File: src/rtl/scirc_pkg.sv
// scirc_pkg: shared defaults and packer FSM state type for the scirc y_out packer.
package scirc_pkg;
  localparam int SCIRC_WORD_W = 8;
  localparam int SCIRC_FIFO_DEPTH = 4;
  typedef enum logic {IDLE, FILL} pack_state_e;
endpackage

File: src/rtl/scirc_fifo.sv
// scirc_fifo: generic synchronous FIFO with explicit occupancy counter; head reads 0 when empty.
module scirc_fifo #(
  parameter int W = 8,
  parameter int DEPTH = 4
) (
  input  logic                     clk_i,
  input  logic                     rst_i,
  input  logic                     push_i,
  input  logic                     pop_i,
  input  logic [W-1:0]             data_i,
  output logic [W-1:0]             data_o,
  output logic                     full_o,
  output logic                     empty_o,
  output logic [$clog2(DEPTH):0]   count_o
);
  localparam int AW = $clog2(DEPTH);
  logic [W-1:0] mem_q [DEPTH];
  logic [W-1:0] mem_d [DEPTH];
  logic [AW-1:0] rd_q, rd_d, wr_q, wr_d;
  logic [AW:0] cnt_q, cnt_d;
  logic do_push, do_pop;
  assign empty_o = cnt_q == '0;
  assign full_o = cnt_q == (AW+1)'(DEPTH);
  assign count_o = cnt_q;
  assign data_o = empty_o ? '0 : mem_q[rd_q];
  // A pop frees the slot a same-edge push into a full FIFO needs.
  always_comb begin
    do_pop = pop_i && !empty_o;
    do_push = push_i && (!full_o || do_pop);
    mem_d = mem_q;
    if (do_push) mem_d[wr_q] = data_i;
    wr_d = do_push ? wr_q + AW'(1) : wr_q;
    rd_d = do_pop ? rd_q + AW'(1) : rd_q;
    cnt_d = cnt_q + (AW+1)'(do_push) - (AW+1)'(do_pop);
  end
  always_ff @(posedge clk_i) begin
    mem_q <= mem_d;
    if (rst_i) begin
      rd_q <= '0;
      wr_q <= '0;
      cnt_q <= '0;
    end else begin
      rd_q <= rd_d;
      wr_q <= wr_d;
      cnt_q <= cnt_d;
    end
  end
endmodule

File: src/rtl/scirc_y_packer.sv
// scirc_y_packer: packs the scirc528 y_out bit stream LSB-first into words and queues them for a host.
// Optional SCIRC_Y_PACKER_PARITY_EN stores each word's even parity and exposes it on parity_o.
module scirc_y_packer
  import scirc_pkg::*;
#(
  parameter int WORD_W = SCIRC_WORD_W,
  parameter int DEPTH = SCIRC_FIFO_DEPTH
) (
  input  logic                     clk_i,
  input  logic                     rst_i,
  input  logic                     y_i,
  input  logic                     y_valid_i,
  output logic [WORD_W-1:0]        word_o,
  output logic                     word_valid_o,
  input  logic                     word_ready_i,
  output logic [$clog2(DEPTH):0]   count_o,
`ifdef SCIRC_Y_PACKER_PARITY_EN
  output logic                     parity_o,
`endif
  output logic                     overflow_o
);
  localparam int CW = $clog2(WORD_W);
`ifdef SCIRC_Y_PACKER_PARITY_EN
  localparam int FW = WORD_W + 1;
`else
  localparam int FW = WORD_W;
`endif
  pack_state_e state_q, state_d;
  logic [WORD_W-1:0] shift_q, shift_d, word_d;
  logic [CW-1:0] cnt_q, cnt_d;
  logic overflow_q, overflow_d;
  logic last, full, empty, pop;
  logic [FW-1:0] push_data, head;
  // The completing bit is merged combinationally so the whole word pushes on its final edge.
  always_comb begin
    word_d = shift_q;
    word_d[cnt_q] = y_i;
    last = y_valid_i && cnt_q == CW'(WORD_W - 1);
    pop = word_valid_o && word_ready_i;
    shift_d = !y_valid_i ? shift_q : last ? '0 : word_d;
    cnt_d = !y_valid_i ? cnt_q : last ? '0 : cnt_q + CW'(1);
    state_d = !y_valid_i ? state_q : last ? IDLE : FILL;
    overflow_d = overflow_q | (last && full && !pop);
  end
`ifdef SCIRC_Y_PACKER_PARITY_EN
  assign push_data = {^word_d, word_d};
  assign parity_o = head[WORD_W];
`else
  assign push_data = word_d;
`endif
  assign word_o = head[WORD_W-1:0];
  assign word_valid_o = !empty;
  assign overflow_o = overflow_q;
  scirc_fifo #(.W(FW), .DEPTH(DEPTH)) u_fifo (
    .clk_i   (clk_i),
    .rst_i   (rst_i),
    .push_i  (last),
    .pop_i   (pop),
    .data_i  (push_data),
    .data_o  (head),
    .full_o  (full),
    .empty_o (empty),
    .count_o (count_o)
  );
  always_ff @(posedge clk_i) begin
    if (rst_i) begin
      state_q <= IDLE;
      shift_q <= '0;
      cnt_q <= '0;
      overflow_q <= 1'b0;
    end else begin
      state_q <= state_d;
      shift_q <= shift_d;
      cnt_q <= cnt_d;
      overflow_q <= overflow_d;
    end
  end
endmodule

File: config.mk
export PLATFORM = sky130hd
export DESIGN_NAME = scirc_y_packer
export DESIGN_NICKNAME = d
export VERILOG_FILES = /design/src/rtl/scirc_pkg.sv /design/src/rtl/scirc_fifo.sv /design/src/rtl/scirc_y_packer.sv
export SDC_FILE = /design/constraint.sdc
export NUM_CORES = 1
export LEC_CHECK = 0
export ABC_AREA = 1
export BUFFER_PORTS_ARGS = -buffer_cell sky130_fd_sc_hd__buf_2
export CORE_MARGIN = 10
export CORE_UTILIZATION = 59
export CTS_CLUSTER_DIAMETER = 150
export DETAILED_ROUTE_END_ITERATION = 10
export HOLD_SLACK_MARGIN = 0.15
export PLACE_DENSITY = 0.83
export SYNTH_ARGS = -nofsm -noshare
export SYNTH_HDL_FRONTEND = slang
export SYNTH_SLANG_ARGS = --single-unit
File: constraint.sdc
create_clock -name clk_i -period 2.4 [get_ports clk_i]
set_input_delay 0.48 -clock clk_i [delete_from_list [all_inputs] [get_ports clk_i]]
set_output_delay 0.48 -clock clk_i [all_outputs]
set_load 0.01 [all_outputs]
=== After elaboration in Yosys (flattened, before gate mapping) ===
Cells that the tools add are included.

* Bits in registers: 51
* Bits of input ports: 5

* Add/subtract/negate cells: 5
* Order comparisons: 5
* Eq/ne operators: 2
* Mux-type cells: 12
* Bitwise operators: 3
* Reduce and logical (&&, ||, !) cells: 13

{| class="wikitable"
|+ Operators with widths
! kind !! number
|-
| $mux W8 || 5
|-
| $bwmux W32 || 1
|-
| $bmux W8 S2 || 1
|-
| $demux W8 S2 || 1
|-
| $bwmux W8 || 1
|-
| $logic_and A1 B1 Y1 || 8
|-
| $eq A3 B3 Y1 const B || 2
|-
| $ge A3 B3 Y1 const B || 2
|-
| $not A2 Y3 || 2
|-
| $add A2 B1 Y2 const B || 2
|-
| $lt A3 B4 Y1 const B || 1
|-
| $add A3 B1 Y3 || 1
|-
| $add A3 B1 Y3 const B || 1
|-
| $demux W1 S3 || 1
|-
| $ge A3 B1 Y1 const B || 1
|-
| $logic_not A1 Y1 || 3
|-
| $logic_not A3 Y1 || 1
|-
| $lt A3 B1 Y1 const B || 1
|-
| $mux W3 || 1
|-
| $sub A3 B1 Y3 || 1
|-
| $logic_or A1 B1 Y1 || 1
|-
| $mux W1 || 1
|-
| $or A1 B1 Y1 || 1
|}

=== Longest topological paths before layout ===
Gate-level depths: netlist of the first run.

* Depth in word-level cells: 8
* Gate-level depth with buffers: 11
* Gate-level depth less buffers: 11

=== Cells and area by module ===
Synthesis of the first run repeated with hierarchy kept, for this count alone.

* Cells, all modules: 267
* Area total of the unflattened synthesis: 2436.1 um2

{| class="wikitable"
|+ Modules (own cells, without submodules)
! module !! times used !! cells each !! area each (um2) !! sequential area each (um2)
|-
| scirc_fifo || 1 || 161 || 1696.6 || 1101.1
|-
| scirc_y_packer || 1 || 106 || 739.5 || 240.2
|}

=== Worst setup path before layout of the first run ===
OpenSTA, ideal clock, no wires.

* Path kind: reg-to-reg
* From: reg u_fifo.cnt_q[1], in the netlist u_fifo.count_o[1]
* To: reg u_fifo.cnt_q[2], in the netlist u_fifo.count_o[2]
* Arrival time: 1.828 ns
* Setup slack: 0.452 ns
* Cell stages (with the launch flop): 12
* Buffers on the path: 0
* Clock period less this slack: 1.948 ns
* Path through: dfxtp_1 > nor2_1 > nand2_1 > nand2_1 > inv_1 > ha_1 > inv_1 > ha_1 > inv_1 > fa_1 > o21ai_0 > a21oi_1

* Longest elaborated chain between the ends: 8
* Elaborated cells on any way between the ends: 10
* Classes of those cells: add/sub (2); eq/ne (1); reduce/logical (7)

{| class="wikitable"
|+ RTL lines
! item !! RTL line !! text
|-
| start: declaration || scirc_fifo.sv:20 || <nowiki>logic [AW:0] cnt_q, cnt_d;</nowiki>
|-
| start signal: assignment || scirc_fifo.sv:45 || <nowiki>cnt_q <= cnt_d;</nowiki>
|-
| $logic_not A3 Y1 * || scirc_fifo.sv:22 || <nowiki>assign empty_o = cnt_q == '0;</nowiki>
|-
| $logic_not A1 Y1 * || scirc_y_packer.sv:52 || <nowiki>assign word_valid_o = !empty;</nowiki>
|-
| net word_valid_o || scirc_y_packer.sv:14 || <nowiki>output logic word_valid_o,</nowiki>
|-
| $logic_and A1 B1 Y1 || scirc_y_packer.sv:39 || <nowiki>pop = word_valid_o && word_ready_i;</nowiki>
|-
| $logic_and A1 B1 Y1 * || scirc_fifo.sv:28 || <nowiki>do_pop = pop_i && !empty_o;</nowiki>
|-
| net u_fifo.do_pop || scirc_fifo.sv:21 || <nowiki>logic do_push, do_pop;</nowiki>
|-
| $logic_or A1 B1 Y1 || scirc_fifo.sv:29 || <nowiki>do_push = push_i && (!full_o || do_pop);</nowiki>
|-
| $logic_and A1 B1 Y1 || scirc_fifo.sv:29 ||
|-
| $add A3 B1 Y3 || scirc_fifo.sv:34 || <nowiki>cnt_d = cnt_q + (AW+1)'(do_push) - (AW+1)'(do_pop);</nowiki>
|-
| $sub A3 B1 Y3 * || scirc_fifo.sv:34 ||
|}

Mark *: on every way through the listed nets, which the timed path passes. The rest lies on a longest branch.
A chain may end at the register's enable or synchronous reset.

=== Final worst setup path of the first run ===
* From: reg u_fifo.cnt_q[1], in the netlist u_fifo.count_o[1]
* To: reg u_fifo.cnt_q[2], in the netlist u_fifo.count_o[2]

* Longest elaborated chain between the ends: 8
* Elaborated cells on any way between the ends: 10
* Classes of those cells: add/sub (2); eq/ne (1); reduce/logical (7)

{| class="wikitable"
|+ RTL lines
! item !! RTL line
|-
| $logic_not A3 Y1 * || scirc_fifo.sv:22
|-
| $logic_not A1 Y1 * || scirc_fifo.sv:28, scirc_y_packer.sv:52
|-
| $logic_and A1 B1 Y1 || scirc_y_packer.sv:39
|-
| $logic_and A1 B1 Y1 * || scirc_fifo.sv:28
|-
| net u_fifo.do_pop || scirc_fifo.sv:21
|-
| $logic_or A1 B1 Y1 || scirc_fifo.sv:29
|-
| $logic_and A1 B1 Y1 || scirc_fifo.sv:29
|-
| $add A3 B1 Y3 || scirc_fifo.sv:34
|-
| $sub A3 B1 Y3 * || scirc_fifo.sv:34
|}

Marked as above.

==> flow_metrics.tcl, run 1 <==
set metrics [dict create \
    cts_tree "done" \
    die_y_um 83.8 \
    synthCells 251 \
    final_area_mm2 0.00262 \
    io_buffers 17 \
    rows 23 \
    finalWeightedCongestion 0.767 \
    fmaxAchievable_mhz 493 \
    ys_async_sr_fraction_pct 0 \
    clk_latency_ps 300 \
    period_share_pct 84.5 \
    synthDistinctLibCells 26 \
    multiInputGateArea_um2 858 \
    ant_nets 0 \
    worstMarginPinSlew_ps 419 \
    hold_viol 0 \
    clk_pin_slew_ps 90 \
    n_antenna_cell 0 \
    cts-hold-fix-buffers 0 \
    grt_overflow 0 \
    finalSetupViolCount 0 \
    max_stage_delay_ps 380 \
    synth_ff_type "edfxtp_1" \
    drc_errors 0 \
    wirelength_mm 4.41 \
    outcome "complete, no violations" \
    synth_top_area_cell "edfxtp_1" \
    yosysWarnings 0 \
    grt_pass1_vias 1669 \
    via_count 1721 \
    rsz0062_at_grt "false" \
    fin_crit_ps 2030 \
    drt-initial-drc-count 97 \
    synth.yosys.seq_area_share_pct 55.8 \
    postSynthRegisterBits 51 \
    synth_commonest_cells "nor2_1 (47), edfxtp_1 (32), inv_1 (27)" \
    slew_headroom_pct 72.0 \
    grt_use_total_pct 13.0 \
    nFillCells 330 \
    clock-root-buffer "clkbuf_8" \
    crit_required_ps 2590 \
    synth-edff-count 32 \
    crit_cells 11 \
    dieArea_mm2 0.00702 \
    htreeDepth 2 \
    drive_gt1_share_pct 16.3 \
    max-clock-path-buffers 2 \
    cts-resized-gates 0 \
    worstPathBufferInverterCount 3 \
    final.setup_skew_ps 7.95 \
    reg2reg_depth 11 \
    cts_setup_buffers 0 \
    whs_path_depth 2 \
    drv_slew 0 \
    cp-start-kind "register" \
    yosysMostFrequentCell "nor2_1" \
    path_common_cell "inv_1" \
    p_leak_uw 0.00108 \
    first_pass_iters 4 \
    crit_path_cell_trace "nor2_1 > nand2_1 > nand2_1 > inv_1 > ha_1 > inv_1 > ha_1 > inv_1 > fa_1 > o21ai_0 > a21oi_1" \
    avgSynthCellArea_um2 9.57 \
    grt_max_degree 20 \
    start_util_pct 60.5 \
    crit_family "adder cells" \
    dp_hpwl_mm 3.09 \
    cts_made_buffers 5 \
    cp-end-kind "register" \
    coreArea_mm2 0.00397 \
    ff_latch_area_mm2 0.00134 \
    viasPerCell 5.28 \
    syn_to_final_growth_pct 9.11 \
    syn-num-nets 265 \
    die_x_um 83.8 \
    worstPathArrival_ps 2220 \
    max-cap-violations 0 \
    power_density_mw_per_mm2 822 \
    grt_antenna_before_repair 0 \
    hold_class "primary input to register" \
    irDropWorstVdd_uv 495 \
    cp_slowest_cell "fa_1" \
    fin_hold_ws_ps 394 \
    nNetsFinal 289 \
    crit_type "register to register" \
    cts_sinks 51 \
    setup_tns_ps 0 \
    grt_pass1_wl_mm 7.55 \
    wire_per_inst_um 13.5 \
    ios 18 \
    mappedNetlistArea_mm2 0.00240 \
    yosysTopAreaCellShare_pct 40.0 \
    place_area_mm2 0.00254 \
    yosys-top-cells-area "edfxtp_1 (40%), dfxtp_1 (16%), nor2_1 (7.3%)" \
    critPathMaxFanout 4 \
]
[worst paths after layout]
kind	from	to	slack (ps)
max reg2reg	u_fifo.count_o[1]	u_fifo.count_o[2]	370
min	y_valid_i	cnt_q[0]	390
min reg2reg	overflow_o	overflow_o	470
max	u_fifo.count_o[1]	u_fifo.count_o[2]	370
[stage by stage]
step / utilization [%] / power, uW / std cells / setup WS, ps
5_1_grt: 66.0 / 2290 / 326 / 145
6_report: 66.0 / 2150 / 326 / 372
3_5_place_dp: 63.9 / 1700 / 318 / 414
4_1_cts: 66.0 / 2170 / 326 / 376
3_3_place_gp: 63.9 / 1670 / 318 / 479
2_1_floorplan: - / 1500 / 251 / 452
[logic make-up after synthesis]
kind of cell,synth area share (%)
compound gates,10.3
xor+xnor,0.729
fa+ha+maj,5.00
buf+inv,8.44
flops,55.8
simple gates,19.7
[cells in the final DEF (no fill, tap or decap)]
master / instances
nor2_4: 2
o21ai_0: 21
inv_2: 2
nand4_1: 6
buf_4: 9
inv_4: 2
inv_1: 27
clkinvlp_4: 1
o21a_1: 1
a21oi_2: 2
nand3_1: 15
edfxtp_1: 32
a21oi_1: 18
xor2_1: 2
and2_1: 8
clkbuf_8: 5
ha_1: 8
nand3_2: 1
nand2_1: 24
fa_1: 1
a211oi_1: 1
nand2_2: 2
nor2_1: 47
buf_2: 17
clkbuf_1: 1
o21bai_4: 1
dfxtp_1: 19
clkinv_2: 1
[layout make-up]
class                   count  area share, %
multi-input cells         160           32.7
repair buffers             26           5.82
clock inverters             2          0.477
clock buffers               6           2.77
flip-flops and latches     51           51.2
well taps                  50           2.39
inverters                  31           4.63
[power by group]
group | total [uW] | switching (uW) | internal, uW
logic | 669 | 433 | 236
clock network | 480 | 276 | 204
registers | 1000 | 32.4 | 972
total | 2150 | 742 | 1410
[layer usage]
layer  track usage, %  up-vias  routed length, um
met2             22.4       25               2170
met5                0        -                  0
met4             5.48        0                 74
met1             14.7      810               1990
li1                 -      877                  -
met3             3.61        9                166
[sequential cells by signal (all words and copies together) (netlist names)]
signal,count
cnt_q,3
overflow_o,1
shift_q,8
u_fifo.count_o,3
u_fifo.mem_q,32
u_fifo.rd_q,2
u_fifo.wr_q,2
Note: power is estimated with default switching activity, not from simulation.
==> run 2, diff against run 1 <==
==> constraint.sdc (replaced) <==
create_clock -name clk_i -period 1.9 [get_ports clk_i]
set_input_delay 0.38 -clock clk_i [delete_from_list [all_inputs] [get_ports clk_i]]
set_output_delay 0.38 -clock clk_i [all_outputs]
set_load 0.01 [all_outputs]
==> flow_metrics.tcl, run 2 (same netlist as run 1, synthesis figures left out) <==
set metrics [dict create \
    outcome "finished with violations" \
    violations "setup timing" \
    n_antenna_cell 0 \
    crit_required_ps 1520 \
    dp_hpwl_mm 3.22 \
    slew_headroom_pct 72.6 \
    cts_tree "done" \
    grt_antenna_before_repair 0 \
    worstPathArrival_ps 1540 \
    hold_class "primary input to register" \
    cts-hold-fix-buffers 0 \
    clk_latency_ps 310 \
    ant_nets 0 \
    max-clock-path-buffers 2 \
    largest_reg_flops 32 \
    crit_path_cell_trace "clkinvlp_4 > nor2_1 > o21ai_0 > a21oi_1 > buf_2" \
    crit_family "flip-flops" \
    final_cell_mix "nor2_1 (45), edfxtp_1 (32), inv_1 (23)" \
    period_share_pct 101 \
    cp-start-kind "register" \
    p_leak_uw 0.00112 \
    cp-end-kind "output port" \
    worst_slack_ps -22.5 \
    fin_crit_ps 1920 \
    viasPerCell 5.44 \
    wirelength_mm 5.09 \
    drt-initial-drc-count 127 \
    crit_type "register to output port" \
    worstMarginPinSlew_ps 411 \
    grt_overflow 0 \
    ff_latch_area_mm2 0.00135 \
    rsz0062_at_grt "true" \
    wire_per_inst_um 15.4 \
    cts_sinks 51 \
    clk_pin_slew_ps 90 \
    syn_to_final_growth_pct 14.7 \
    max-cap-violations 0 \
    fmaxAchievable_mhz 520 \
    reg_top3 "u_fifo.mem_q (32), shift_q (8)" \
    start_util_pct 60.5 \
    layout_commonest_cell "nor2_1" \
    dieArea_mm2 0.00702 \
    power_density_mw_per_mm2 1130 \
    clock-root-buffer "clkbuf_8" \
    htreeDepth 2 \
    place_area_mm2 0.00256 \
    nNetsFinal 294 \
    hold_viol 0 \
    coreArea_mm2 0.00397 \
    die_x_um 83.8 \
    grt_pass1_wl_mm 7.91 \
    cts_made_buffers 5 \
    final_area_mm2 0.00276 \
    ios 18 \
    via_count 1800 \
    io_buffers 17 \
    first_pass_iters 4 \
    drc_errors 0 \
    final.setup_skew_ps 7.85 \
    grt_use_total_pct 13.8 \
    nFillCells 304 \
    critPathMaxFanout 8 \
    largest_register "u_fifo.mem_q" \
    drv_slew 0 \
    fin_hold_ws_ps 291 \
    max_stage_delay_ps 400 \
    die_y_um 83.8 \
    irDropWorstVdd_uv 727 \
    cp_slowest_cell "dfxtp_4" \
    grt_max_degree 20 \
    multiInputGateArea_um2 896 \
    finalWeightedCongestion 0.797 \
    worstPathBufferInverterCount 2 \
    drive_gt1_share_pct 24.9 \
    grt_pass1_vias 1715 \
    rows 23 \
    finalSetupViolCount 1 \
]
[run 2: cell types whose count changed in the layout (fill, tap and decap cells not counted), sizes merged]
cell / delta
buf: +5
bufinv: +1
inv: -1
[run 2: worst paths after layout]
path	from	end	slack [ps]	cells past startpoint
worst max-delay path	u_fifo.rd_q[1]	word_o[1]	-20	5
worst min-delay path	y_valid_i	cnt_q[0]	290	2
worst max register to register	cnt_q[1]	u_fifo.count_o[1]	80	10
worst min register to register	shift_q[4]	shift_q[4]	470	2
[run 2: through the flow]
stage	util [%]	instances	TNS [ps]	power, uW	setup slack [ps]
final	69.4	331	-22.5	3100	-22.5
after global routing	69.4	331	-220	3280	-121
after CTS	67.6	328	0	2980	26.7
after detailed placement	64.4	320	-39.9	2190	-39.9
after global placement	64.4	320	0	2140	56.2
after floorplan	-	251	0	1910	21.9
[run 2: per-layer routing]
layer,global-route usage [%],vias up,wire (um)
met5,0,-,0
met2,23.8,52,2680
met1,15.4,845,2000
met4,6.54,0,115
met3,3.52,15,304
li1,-,888,-
[run 2: cell type report]
cell class,count,area share (%)
Clock inverter,2,1.27
Timing Repair Buffer,31,7.36
Clock buffer,6,3.00
Multi-Input combinational cell,160,32.5
Inverter,31,4.54
Tap cell,50,2.27
Sequential cell,51,49.0
[run 2: what timing repair did]
item,4_1_cts,5_1_grt
setup endpoints to repair,4,9
gates cloned,0,0
gates resized for setup,6,17
pin swaps,0,8
setup buffers,0,3
[run 2: power by group]
part           internal, uW  total (uW)  switching [uW]
Combinational           396        1030             631
Clock                   426         782             355
Sequential             1240        1290            55.6
Total                  2060        3100            1040
